**config.mk**
```make
export PLATFORM = sky130hd
export DESIGN_NAME = stopwatch_core
export DESIGN_NICKNAME = d
export VERILOG_FILES = /design/src/rtl/stopwatch_core.sv
export SDC_FILE = /design/constraint.sdc
export NUM_CORES = 1
export LEC_CHECK = 0
export CORE_ASPECT_RATIO = 0.7
export CORE_MARGIN = 5
export CORE_UTILIZATION = 56
export CTS_BUF_LIST = sky130_fd_sc_hd__clkbuf_16
export DETAILED_ROUTE_END_ITERATION = 6
export DONT_BUFFER_PORTS = 1
export GPL_ROUTABILITY_DRIVEN = 0
export PLACE_DENSITY = 0.81
export SLEW_MARGIN = 20
export SYNTH_ARGS = -nofsm -noshare
export SYNTH_HDL_FRONTEND = slang
export SYNTH_SLANG_ARGS = --single-unit
```
**constraint.sdc**
```tcl
create_clock -name clk_in -period 1.9 [get_ports clk_in]
set_clock_uncertainty 0.05 [all_clocks]
set_input_delay 0.38 -clock clk_in [delete_from_list [all_inputs] [get_ports clk_in]]
set_output_delay 0.38 -clock clk_in [all_outputs]
set_load 0.02 [all_outputs]
```
**src/rtl/stopwatch_core.sv**
```systemverilog
//==============================================================================
// stopwatch_core : MM:SS BCD stopwatch clocked by clk_in, advanced by a synchronized tick_in
// Optional lap/shadow display enabled by STOPWATCH_LAP_EN.  Rev 1.0
//==============================================================================
`default_nettype none

module stopwatch_core #(
  parameter int TICKS_PER_SEC = 1,
  parameter int MAX_MIN       = 59
) (
  input  logic       clk_in,
  input  logic       rst_n,
  input  logic       tick_in,
  input  logic       start_btn,
  input  logic       stop_btn,
  input  logic       clear_btn,
`ifdef STOPWATCH_LAP_EN
  input  logic       lap_btn,
  output logic       lap_active,
`endif
  output logic [3:0] sec_ones,
  output logic [3:0] sec_tens,
  output logic [3:0] min_ones,
  output logic [3:0] min_tens,
  output logic       running,
  output logic       rollover
);

  localparam logic [7:0] PRESC_LAST   = 8'(TICKS_PER_SEC - 1);
  localparam logic [3:0] MAX_MIN_TENS = 4'(MAX_MIN / 10);
  localparam logic [3:0] MAX_MIN_ONES = 4'(MAX_MIN % 10);

  typedef enum logic [1:0] {
    IDLE  = 2'd0,
    RUN   = 2'd1,
    PAUSE = 2'd2
  } state_t;

  state_t     state;
  logic       s1, s2, s3;
  logic       tick_evt;
  logic [7:0] presc;
  logic [3:0] cnt_so, cnt_st, cnt_mo, cnt_mt;
  logic [3:0] nxt_so, nxt_st, nxt_mo, nxt_mt;
  logic       at_max;

  assign tick_evt = s2 & ~s3;

  // One-second BCD increment; the MAX_MIN:59 case wraps the whole display.
  always_comb begin
    nxt_so = cnt_so + 4'd1;
    nxt_st = cnt_st;
    nxt_mo = cnt_mo;
    nxt_mt = cnt_mt;
    at_max = 1'b0;
    if (cnt_mt == MAX_MIN_TENS && cnt_mo == MAX_MIN_ONES &&
        cnt_st == 4'd5 && cnt_so == 4'd9) begin
      nxt_so = 4'd0;
      nxt_st = 4'd0;
      nxt_mo = 4'd0;
      nxt_mt = 4'd0;
      at_max = 1'b1;
    end else if (cnt_so == 4'd9) begin
      nxt_so = 4'd0;
      if (cnt_st == 4'd5) begin
        nxt_st = 4'd0;
        if (cnt_mo == 4'd9) begin
          nxt_mo = 4'd0;
          nxt_mt = cnt_mt + 4'd1;
        end else begin
          nxt_mo = cnt_mo + 4'd1;
        end
      end else begin
        nxt_st = cnt_st + 4'd1;
      end
    end
  end

`ifdef STOPWATCH_LAP_EN
  logic [15:0] shadow;
`endif

  always_ff @(posedge clk_in or negedge rst_n) begin
    if (!rst_n) begin
      state    <= IDLE;
      s1       <= 1'b0;
      s2       <= 1'b0;
      s3       <= 1'b0;
      presc    <= 8'd0;
      cnt_so   <= 4'd0;
      cnt_st   <= 4'd0;
      cnt_mo   <= 4'd0;
      cnt_mt   <= 4'd0;
      running  <= 1'b0;
      rollover <= 1'b0;
`ifdef STOPWATCH_LAP_EN
      lap_active <= 1'b0;
      shadow     <= 16'd0;
`endif
    end else begin
      s1       <= tick_in;
      s2       <= s1;
      s3       <= s2;
      rollover <= 1'b0;
      if (clear_btn) begin
        state   <= IDLE;
        presc   <= 8'd0;
        cnt_so  <= 4'd0;
        cnt_st  <= 4'd0;
        cnt_mo  <= 4'd0;
        cnt_mt  <= 4'd0;
        running <= 1'b0;
`ifdef STOPWATCH_LAP_EN
        lap_active <= 1'b0;
`endif
      end else begin
        // Counting looks at the pre-edge state, so a tick alongside stop still lands.
        if (state == RUN && tick_evt) begin
          if (presc == PRESC_LAST) begin
            presc    <= 8'd0;
            cnt_so   <= nxt_so;
            cnt_st   <= nxt_st;
            cnt_mo   <= nxt_mo;
            cnt_mt   <= nxt_mt;
            rollover <= at_max;
          end else begin
            presc <= presc + 8'd1;
          end
        end
        case (state)
          RUN: begin
            if (stop_btn) begin
              state   <= PAUSE;
              running <= 1'b0;
            end
          end
          IDLE, PAUSE: begin
            if (start_btn && !stop_btn) begin
              state   <= RUN;
              running <= 1'b1;
            end
          end
          default: begin
            state   <= IDLE;
            running <= 1'b0;
          end
        endcase
`ifdef STOPWATCH_LAP_EN
        if (state == RUN && lap_btn) begin
          lap_active <= ~lap_active;
          if (!lap_active) shadow <= {cnt_mt, cnt_mo, cnt_st, cnt_so};
        end
`endif
      end
    end
  end

`ifdef STOPWATCH_LAP_EN
  assign sec_ones = lap_active ? shadow[3:0]   : cnt_so;
  assign sec_tens = lap_active ? shadow[7:4]   : cnt_st;
  assign min_ones = lap_active ? shadow[11:8]  : cnt_mo;
  assign min_tens = lap_active ? shadow[15:12] : cnt_mt;
`else
  assign sec_ones = cnt_so;
  assign sec_tens = cnt_st;
  assign min_ones = cnt_mo;
  assign min_tens = cnt_mt;
`endif

endmodule

`default_nettype wire

```
# Word level (Yosys, flattened, before mapping)
# Index checks and enable logic that the tools add are counted.
dict set report op_classes {
  add_sub_neg 5
  n_mul 0
  n_div 0
  n_lt_le_gt_ge 0
  eq_ne 8
  n_shift 0
  n_mux 40
  bitwise 2
  reduce_logical 19
}
# op n
set ops {}
lappend ops {{4-bit two-way mux} 25}
lappend ops {{8-bit two-way mux} 3}
lappend ops {{4-bit by 1-bit adder with 4-bit output (second input constant)} 4}
lappend ops {{3-bit nonzero test} 3}
lappend ops {{8-bit by 1-bit adder with 8-bit output (second input constant)} 1}
lappend ops {{4-bit by 3-bit == test with 1-bit output (second input constant)} 2}
lappend ops {{4-bit == test (second input constant)} 2}
lappend ops {{8-bit zero test} 1}
lappend ops {{1-bit two-way mux} 7}
lappend ops {{2-bit two-way mux} 3}
lappend ops {{3-bit inequality test (second input constant)} 2}
lappend ops {{1-bit logical AND} 5}
lappend ops {{5-bit AND reduction} 1}
lappend ops {{2-bit case mux with 2 select lines} 1}
lappend ops {{2-bit AND reduction} 2}
lappend ops {{4-bit AND reduction} 1}
lappend ops {{2-bit nonzero test} 2}
lappend ops {{3-bit AND reduction} 1}
lappend ops {{2-bit by 1-bit == test with 1-bit output (second input constant)} 1}
lappend ops {{2-bit == test (second input constant)} 1}
lappend ops {{2-bit zero test} 1}
lappend ops {{1-bit case mux with 2 select lines} 1}
lappend ops {{2-bit OR reduction} 1}
lappend ops {{1-bit AND} 1}
lappend ops {{2 further kinds} 2}
dict set report totals {
  ff_bits 31
  latchBits 0
  mem_bits_rw 0
  romBits 0
  out_inout_bits 18
  n_memories 0
}

# Logic depth before layout (Yosys ltp)
# Gate-level depths: netlist (run 1).
dict set report depth {
  word_depth 8
  mapped_depth 9
  ltp_nobuf 6
}

# Least setup slack after synthesis (run 1)
# No wires, ideal clock.
dict set report synth_timing {
  path_type {flip-flop to flip-flop}
  start {register cnt_so[0], in the netlist sec_ones[0]}
  end {register cnt_st[3], in the netlist sec_tens[3]}
  setup_ns 0.078
  arrival_time_ns 1.843
  required_ns 1.772
  setup_slack_ns -0.072
  stages_incl_launch_ff 8
  n_path_buf 2
  synth_period_minus_slack_ns 1.972
  path_cell_list {dfrtp_1 > ha_1 > and3b_1 > clkbuf_1 > nand4_1 > buf_2 > or4_1 > a21oi_1}
}
dict set report synth_via {
  elab_chain_cells 6
}
# item line_no
set synth_lines {}
lappend synth_lines {{start, declared} 43} ;# logic [3:0] cnt_so, cnt_st, cnt_mo, cnt_mt;
lappend synth_lines {{start signal, assigned} 121} ;# cnt_so <= nxt_so;
lappend synth_lines {{4-bit == test *} {57, 63}}
lappend synth_lines {{1-bit logical AND} 57} ;# cnt_st == 4'd5 && cnt_so == 4'd9) begin
lappend synth_lines {{4-bit two-way mux} 56} ;# if (cnt_mt == MAX_MIN_TENS && cnt_mo == MAX_MIN_ONES &&
lappend synth_lines {{4-bit two-way mux} 119} ;# if (presc == PRESC_LAST) begin
lappend synth_lines {{4-bit two-way mux} 118} ;# if (state == RUN && tick_evt) begin
lappend synth_lines {{4-bit two-way mux} 105} ;# if (clear_btn) begin
lappend synth_lines {{end signal, assigned} 122} ;# cnt_st <= nxt_st;
lappend synth_lines {{end, declared} 43}
# Every way passes the cells marked *; elsewhere a longest branch is shown, timed or not. The select of a mux whose other input is x is not followed.
# A chain may end at the register's enable or synchronous reset.

# Final worst setup path (run 1)
dict set report layout_timing {
  start {register presc[0]}
  end {register cnt_mo[3], in the netlist min_ones[3]}
}
dict set report layout_via {
  elab_chain_cells 3
}
# item line_no
set layout_lines {}
lappend layout_lines {{start, declared} 42} ;# logic [7:0] presc;
lappend layout_lines {{start signal, assigned} 127} ;# presc <= presc + 8'd1;
lappend layout_lines {{8-bit zero test} 119}
lappend layout_lines {{2-bit nonzero test (no source line)} n/a}
lappend layout_lines {{4-bit AND reduction (no source line)} n/a}
lappend layout_lines {{end signal, assigned} 123} ;# cnt_mo <= nxt_mo;
lappend layout_lines {{end, declared} 43}
# Every way passes these cells.

==> results of run 1 <==
-- flip-flops by register name, summed over array words and instances (netlist names) --
name / cells
running: 1
sec_ones: 4
min_tens: 4
rollover: 1
sec_tens: 4
min_ones: 4
s3: 1
s2: 1
s1: 1
presc: 8
state: 1
-- logic make-up (layout without fill, tap and decap cells) --
kind of cell | Yosys count | after routing
buffers and inverters | 21 | 44
multiplexers | 1 | 1
XOR/XNOR | 4 | 4
flip-flops | 30 | 30
AO/OA/AOI/OAI | 43 | 43
adder cells (fa/ha/maj) | 10 | 10
AND/OR/NAND/NOR | 64 | 64
-- worst max-delay path by stage --
stage,slack (ns),end,start,cells after the start
final,0.02,min_ones[3],presc[0],7
after detailed placement,-0.004,sec_tens[3],presc[0],7
after floorplan,0.02,sec_tens[3],presc[0],7
after CTS,0.009,min_ones[3],presc[0],7
after global placement,0.06,min_ones[2],state[1],5
after global routing,-0.04,min_tens[3],state[1],5
-- report_power, final --
group	switching [mW]	internal [mW]	leakage, nW
clock network	0.267	0.476	0.0672
logic	0.0272	0.0156	0.419
registers	0.00347	0.645	0.408
total	0.298	1.14	0.894
-- cell usage after synthesis, drive strengths merged, types with 2 or more instances --
cell type,instances
nand3,7
inv,12
dfrtp,30
or4,5
nor4,2
and3b,4
nand3b,3
or3,6
o31ai,2
ha,10
nor2,7
clkbuf,7
and3,2
nand2,12
a21o,2
nand4,4
o21ai,12
xor2,3
nor3,7
a21oi,15
o2111ai,4
buf,2
-- layout by cell type (no fill, tap or decap), drive strengths merged, types with 2 or more instances in the layout --
cell      n
o2111ai   4
nand3b    3
nand2    12
and3b     4
clkinv    2
a21o      2
buf      23
clkbuf    5
nand4     4
xor2      3
o21ai    12
or4       5
nor4      2
o31ai     2
and3      2
or3       6
dfrtp    30
a21oi    15
ha       10
inv      12
nor3      7
nor2      7
nand3     7
-- routing by layer --
| metal | routed length, µm | global-route usage | share of wire | up-vias |
|---|---|---|---|---|
| met5 | 0 | 0 | 0 | - |
| met4 | 8 | 0.06091 | 0.0020 | 0 |
| met3 | 359 | 0.07609 | 0.090 | 2 |
| met2 | 1860 | 0.2854 | 0.47 | 50 |
| met1 | 1741 | 0.2799 | 0.44 | 693 |
| li1 | - | - | - | 678 |
-- what timing repair did --
action                                  4_1_cts  5_1_grt
gates resized for setup                       3        6
endpoints found under the hold margin        30        0
endpoints found under the setup margin        3       11
hold buffers                                  2        0
-- cell type report --
class                   instances  area share
clock buffers                   5     0.06139
clock inverters                 3    0.007980
inverters                      12     0.02210
multi-input cells             122      0.4193
flip-flops and latches         30      0.3696
well taps                      36     0.02210
repair buffers                 24     0.09761
-- worst max-delay path, delay by kind of cell, from the launching register on --
family | cells | cell delay [ns]
flip-flops | 1 | 0.39
adder cells (fa/ha/maj) | 1 | 0.14
AO/OA/AOI/OAI | 1 | 0.15
AND/OR/NAND/NOR | 3 | 0.83
buffers and inverters | 2 | 0.25
==> results.cfg, run 1 <==
[status]
status = completed

[floorplanning]
placementRows = 16
die_h_um = 55.52
initial_core_util = 0.5873
num_io_pins = 24
die_w_um = 75.03
core_area_mm2 = 0.002823
die_area_mm2 = 0.004166

[timing]
rsz0062_at_grt = yes
period_needed_ns = 1.876
final-max-slew-violation-count = 0
setup_tns_ns = 0
tightest_slew_ns = 0.3379
setup_viol_count_final = 0
max_freq_mhz = 532.9
worst_slack_ns = 0.02356
maxSlewHeadroom = 0.7689
hold-worst-slack_ns = 0.08524
hold_viol = 0
fin_crit_sh = 0.9876

[synth]
seq_area_frac_synth = 0.4528
synth_top_area_frac = 0.4528
ys_warn_count = 0
synth_edf_count = 0
yosysUniqueCellTypes = 39
ys_top_cells_by_area = dfrtp_1 45%, ha_1 7.5%, a21oi_1 4.5%, o21ai_0 3.6%, inv_1 2.7%
synth_compound_area_frac = 0.1592
synth_top_family_by_area = simple AND/OR/NAND/NOR gates
syn_nets = 189
ys_seq_elements = 30
yosys.area_share.xor_xnor = 0.02113
ys.flop_type = dfrtp_1
synth_area_leader_cell = dfrtp_1
async_reset_ff_frac = 1.000
synth.avg_cell_area_um2 = 9.583
netlist_area_mm2 = 0.001658
synth_fa_ha_area_frac = 0.07547
synth-simple-area-share = 0.2347
synth_mux_area_frac = 0.006038
synthCells = 173

[routing]
viasPerCell = 6.134
drt_iter0_markers = 144
drt-wirelength-per-cell_um = 17.11
routed_wl_um = 3969
dr.pass1.iters = 4
final_antenna_net_count = 0
vias = 1423
drcViolationCount = 0

[worst_setup_path]
crit_chain = inv_1 > ha_1 > nor4b_4 > nand4_1 > buf_6 > or4_1 > a21oi_1
crit_required_ns = 2.05
worstSetupStartpointType = flop
rr_endpoint = min_ones[3]
slowest_stage = or4_1
cp-end-kind = flop
timing.rr.start = presc[0]
max_stage_delay_ns = 0.48
arrival_ns = 2.03
reg2reg_setup_slack_ns = 0.02
critPathKind = reg -> reg
rr_worst_depth = 7
worstPathMaxFanout = 20

[finish]
stdcell_count = 232
area_growth_pct = 22.94
diodes = 0
drive_above_1_share = 0.2143
regArea_um2 = 753.2
multi_input_area_um2 = 854.6
final_core_util = 0.7221
fillers = 209
stdcell_area_mm2 = 0.002038
finalNetCount = 211

[clock_network]
root_buffer = clkbuf_16
tritoncts = built
cts.sinks = 30
cts.clk_slew.worst_paths_ns = 0.05
post_cts_buffers = 0
clk_latency_ns = 0.27
clockBufferDepth = 2
htreeDepth = 2
cts-buffers-inserted = 5

[min_path]
hp-start = tick_in
hp-class = in -> reg
worstHoldEndpoint = s1
whs_path_depth = 0

[placed_design]
dpl_cell_area_mm2 = 0.001832
dp_cells = 222
pre_cts_slack_ns = -0.004432
dp_hpwl_um = 2743
port_buffers = 0

[global_routing]
grt_pass1_vias = 1347
overflow = 0
grt_max_degree = 31
grt_pass1_wl_um = 6410
antenna_found_initial = 0
globalRouteTotalUtil = 0.2005

[power_and_ir_drop]
ir_drop_uv = 536.1
leakage_nw = 0.8943
p_per_area_mw_per_mm2 = 704.1
power_mw = 1.435

[job]
cap_violations = 0
(Power assumes the default switching activity.)
==> inputs of run 2 (changes only) <==
- HOLD_SLACK_MARGIN: default -> 0.1
==> run 2 against run 1 <==
Design area rose by 0.98%. Hold slack better by 0.021 ns. Clock power increased by 0.7%. Sequential share of layout area decreased by 0.36 points. Critical path type unchanged. Largest cell class unchanged.
==> results.cfg, run 2 (synthesized netlist as in run 1, its figures left out) <==
[floorplanning]
core_area_mm2 = 0.002823
die_h_um = 55.52
initial_core_util = 0.5873
num_io_pins = 24
die_area_mm2 = 0.004166
die_w_um = 75.03
placementRows = 16

[finish]
drive_above_1_share = 0.2121
area_growth_pct = 24.15
top_register = presc
finalNetCount = 213
largest_reg_flops = 8
final_core_util = 0.7292
fillers = 205
regArea_um2 = 753.2
diodes = 0
layout_common_cells = 28 x dfrtp_1, 21 x buf_4
multi_input_area_um2 = 854.6
layout_commonest_cell = dfrtp_1
stdcell_area_mm2 = 0.002058

[worst_setup_path]
cp-end-kind = flop
max_stage_delay_ns = 0.48
worstPathMaxFanout = 20
critPathKind = reg -> reg
arrival_ns = 2.03
slowest_stage = or4_1
crit_chain = inv_1 > ha_1 > nor4b_4 > nand4_1 > buf_6 > or4_1 > a21oi_1
path_buf_inv = 2
worstSetupStartpointType = flop
crit_required_ns = 2.05
crit_family = simple AND/OR/NAND/NOR gates

[power_and_ir_drop]
p_comb_frac = 0.032
power_frac_clock = 0.518
ir_drop_uv = 537.9
leakage_nw = 0.9026
switching_share = 0.2098
p_sw_uw = 302.8
seq_power_share = 0.450
p_int_mw = 1.140
p_per_area_mw_per_mm2 = 701.2

[timing]
tightest_slew_ns = 0.3370
period_needed_ns = 1.878
rsz0062_at_grt = yes
final-max-slew-violation-count = 0
hold_viol = 0
max_freq_mhz = 532.4
setup_viol_count_final = 0
maxSlewHeadroom = 0.7696
fin_crit_sh = 0.9885

[min_path]
hp-class = in -> reg

[clock_network]
root_buffer = clkbuf_16
clockBufferDepth = 2
cts.sinks = 30
cts.clk_slew.worst_paths_ns = 0.05
post_cts_buffers = 0
htreeDepth = 2
cts-buffers-inserted = 5
clk_latency_ns = 0.27
tritoncts = built

[routing]
drcViolationCount = 0
drt-wirelength-per-cell_um = 16.91
dr.pass1.iters = 4
routed_wl_um = 3958
viasPerCell = 6.145
vias = 1438
drt_iter0_markers = 168
final_antenna_net_count = 0

[status]
status = completed

[global_routing]
grt_max_degree = 31
grt_pass1_wl_um = 6396
overflow = 0
antenna_found_initial = 0
globalRouteTotalUtil = 0.2001
grt_pass1_vias = 1341

[placed_design]
port_buffers = 0
dp_hpwl_um = 2743
dpl_cell_area_mm2 = 0.001832

[job]
cap_violations = 0
==> run 2: cell count changes in the layout (fill, tap and decap cells not counted) <==
| cell | previous run | this run |
|---|---|---|
| dlygate4sd3_1 | 1 | 3 |
==> run 2: stage by stage <==
stage / total power [mW] / setup slack [ns] / TNS [ns] / instances / hold WS (ns)
6_report: 1.443 / 0.02183 / 0 / 234 / 0.1066
5_1_grt: 1.490 / -0.04571 / -0.1902 / 234 / 0.1032
4_1_cts: 1.451 / 0.008833 / 0 / 233 / 0.1104
3_5_place_dp: 0.6829 / -0.004432 / -0.004432 / 222 / 0.03504
3_3_place_gp: 0.6813 / 0.06154 / 0 / 222 / 0.03507
2_1_floorplan: 0.6833 / 0.01927 / 0 / 173 / 0.03441
==> run 2: path summary, 6_finish.rpt <==
check	endpoint	cells past startpoint	slack (ns)	from
setup / recovery	min_ones[3]	7	0.02	presc[0]
hold / removal	min_ones[2]	1	0.11	clear_btn
setup reg to reg	min_ones[3]	7	0.02	presc[0]
hold reg to reg	s2	0	0.30	s1
max in group asynchronous	sec_ones[0]	2	1.14	rst_n
min in group asynchronous	presc[6]	2	0.48	rst_n
==> run 2: power groups by stage <==
stage               registers (mW)  clock network (mW)  logic, mW
floorplan                    0.661                   0     0.0219
global placement             0.659                   0     0.0225
detailed placement           0.659                   0     0.0236
CTS                          0.648               0.757     0.0450
global route                 0.649               0.789     0.0523
finish                       0.649               0.748     0.0463
==> run 2: repair_timing <==
action | CTS | global route
endpoints found under the setup margin | 3 | 11
resized for setup | 3 | 6
hold buffers | 3 | 1
endpoints found under the hold margin | 31 | 1
==> run 2: area by class of cell <==
class / count / area share
multi-input cells: 122 / 0.4152
well taps: 36 / 0.02188
clock buffers: 5 / 0.06079
clock inverters: 3 / 0.007903
repair buffers: 26 / 0.1064
inverters: 12 / 0.02188
flip-flops and latches: 30 / 0.3660
==> run 2: per-layer routing <==
layer	wire, µm	GRT usage
met5	0	0
met4	23	0.06091
met3	366	0.07609
met2	1818	0.2854
met1	1750	0.2787
==> inputs of run 3 (changes only) <==
- CTS_CLUSTER_SIZE: default -> 40
==> results of run 3 <==
No change in the layout: final DEF, timing and power equal those of run 2.
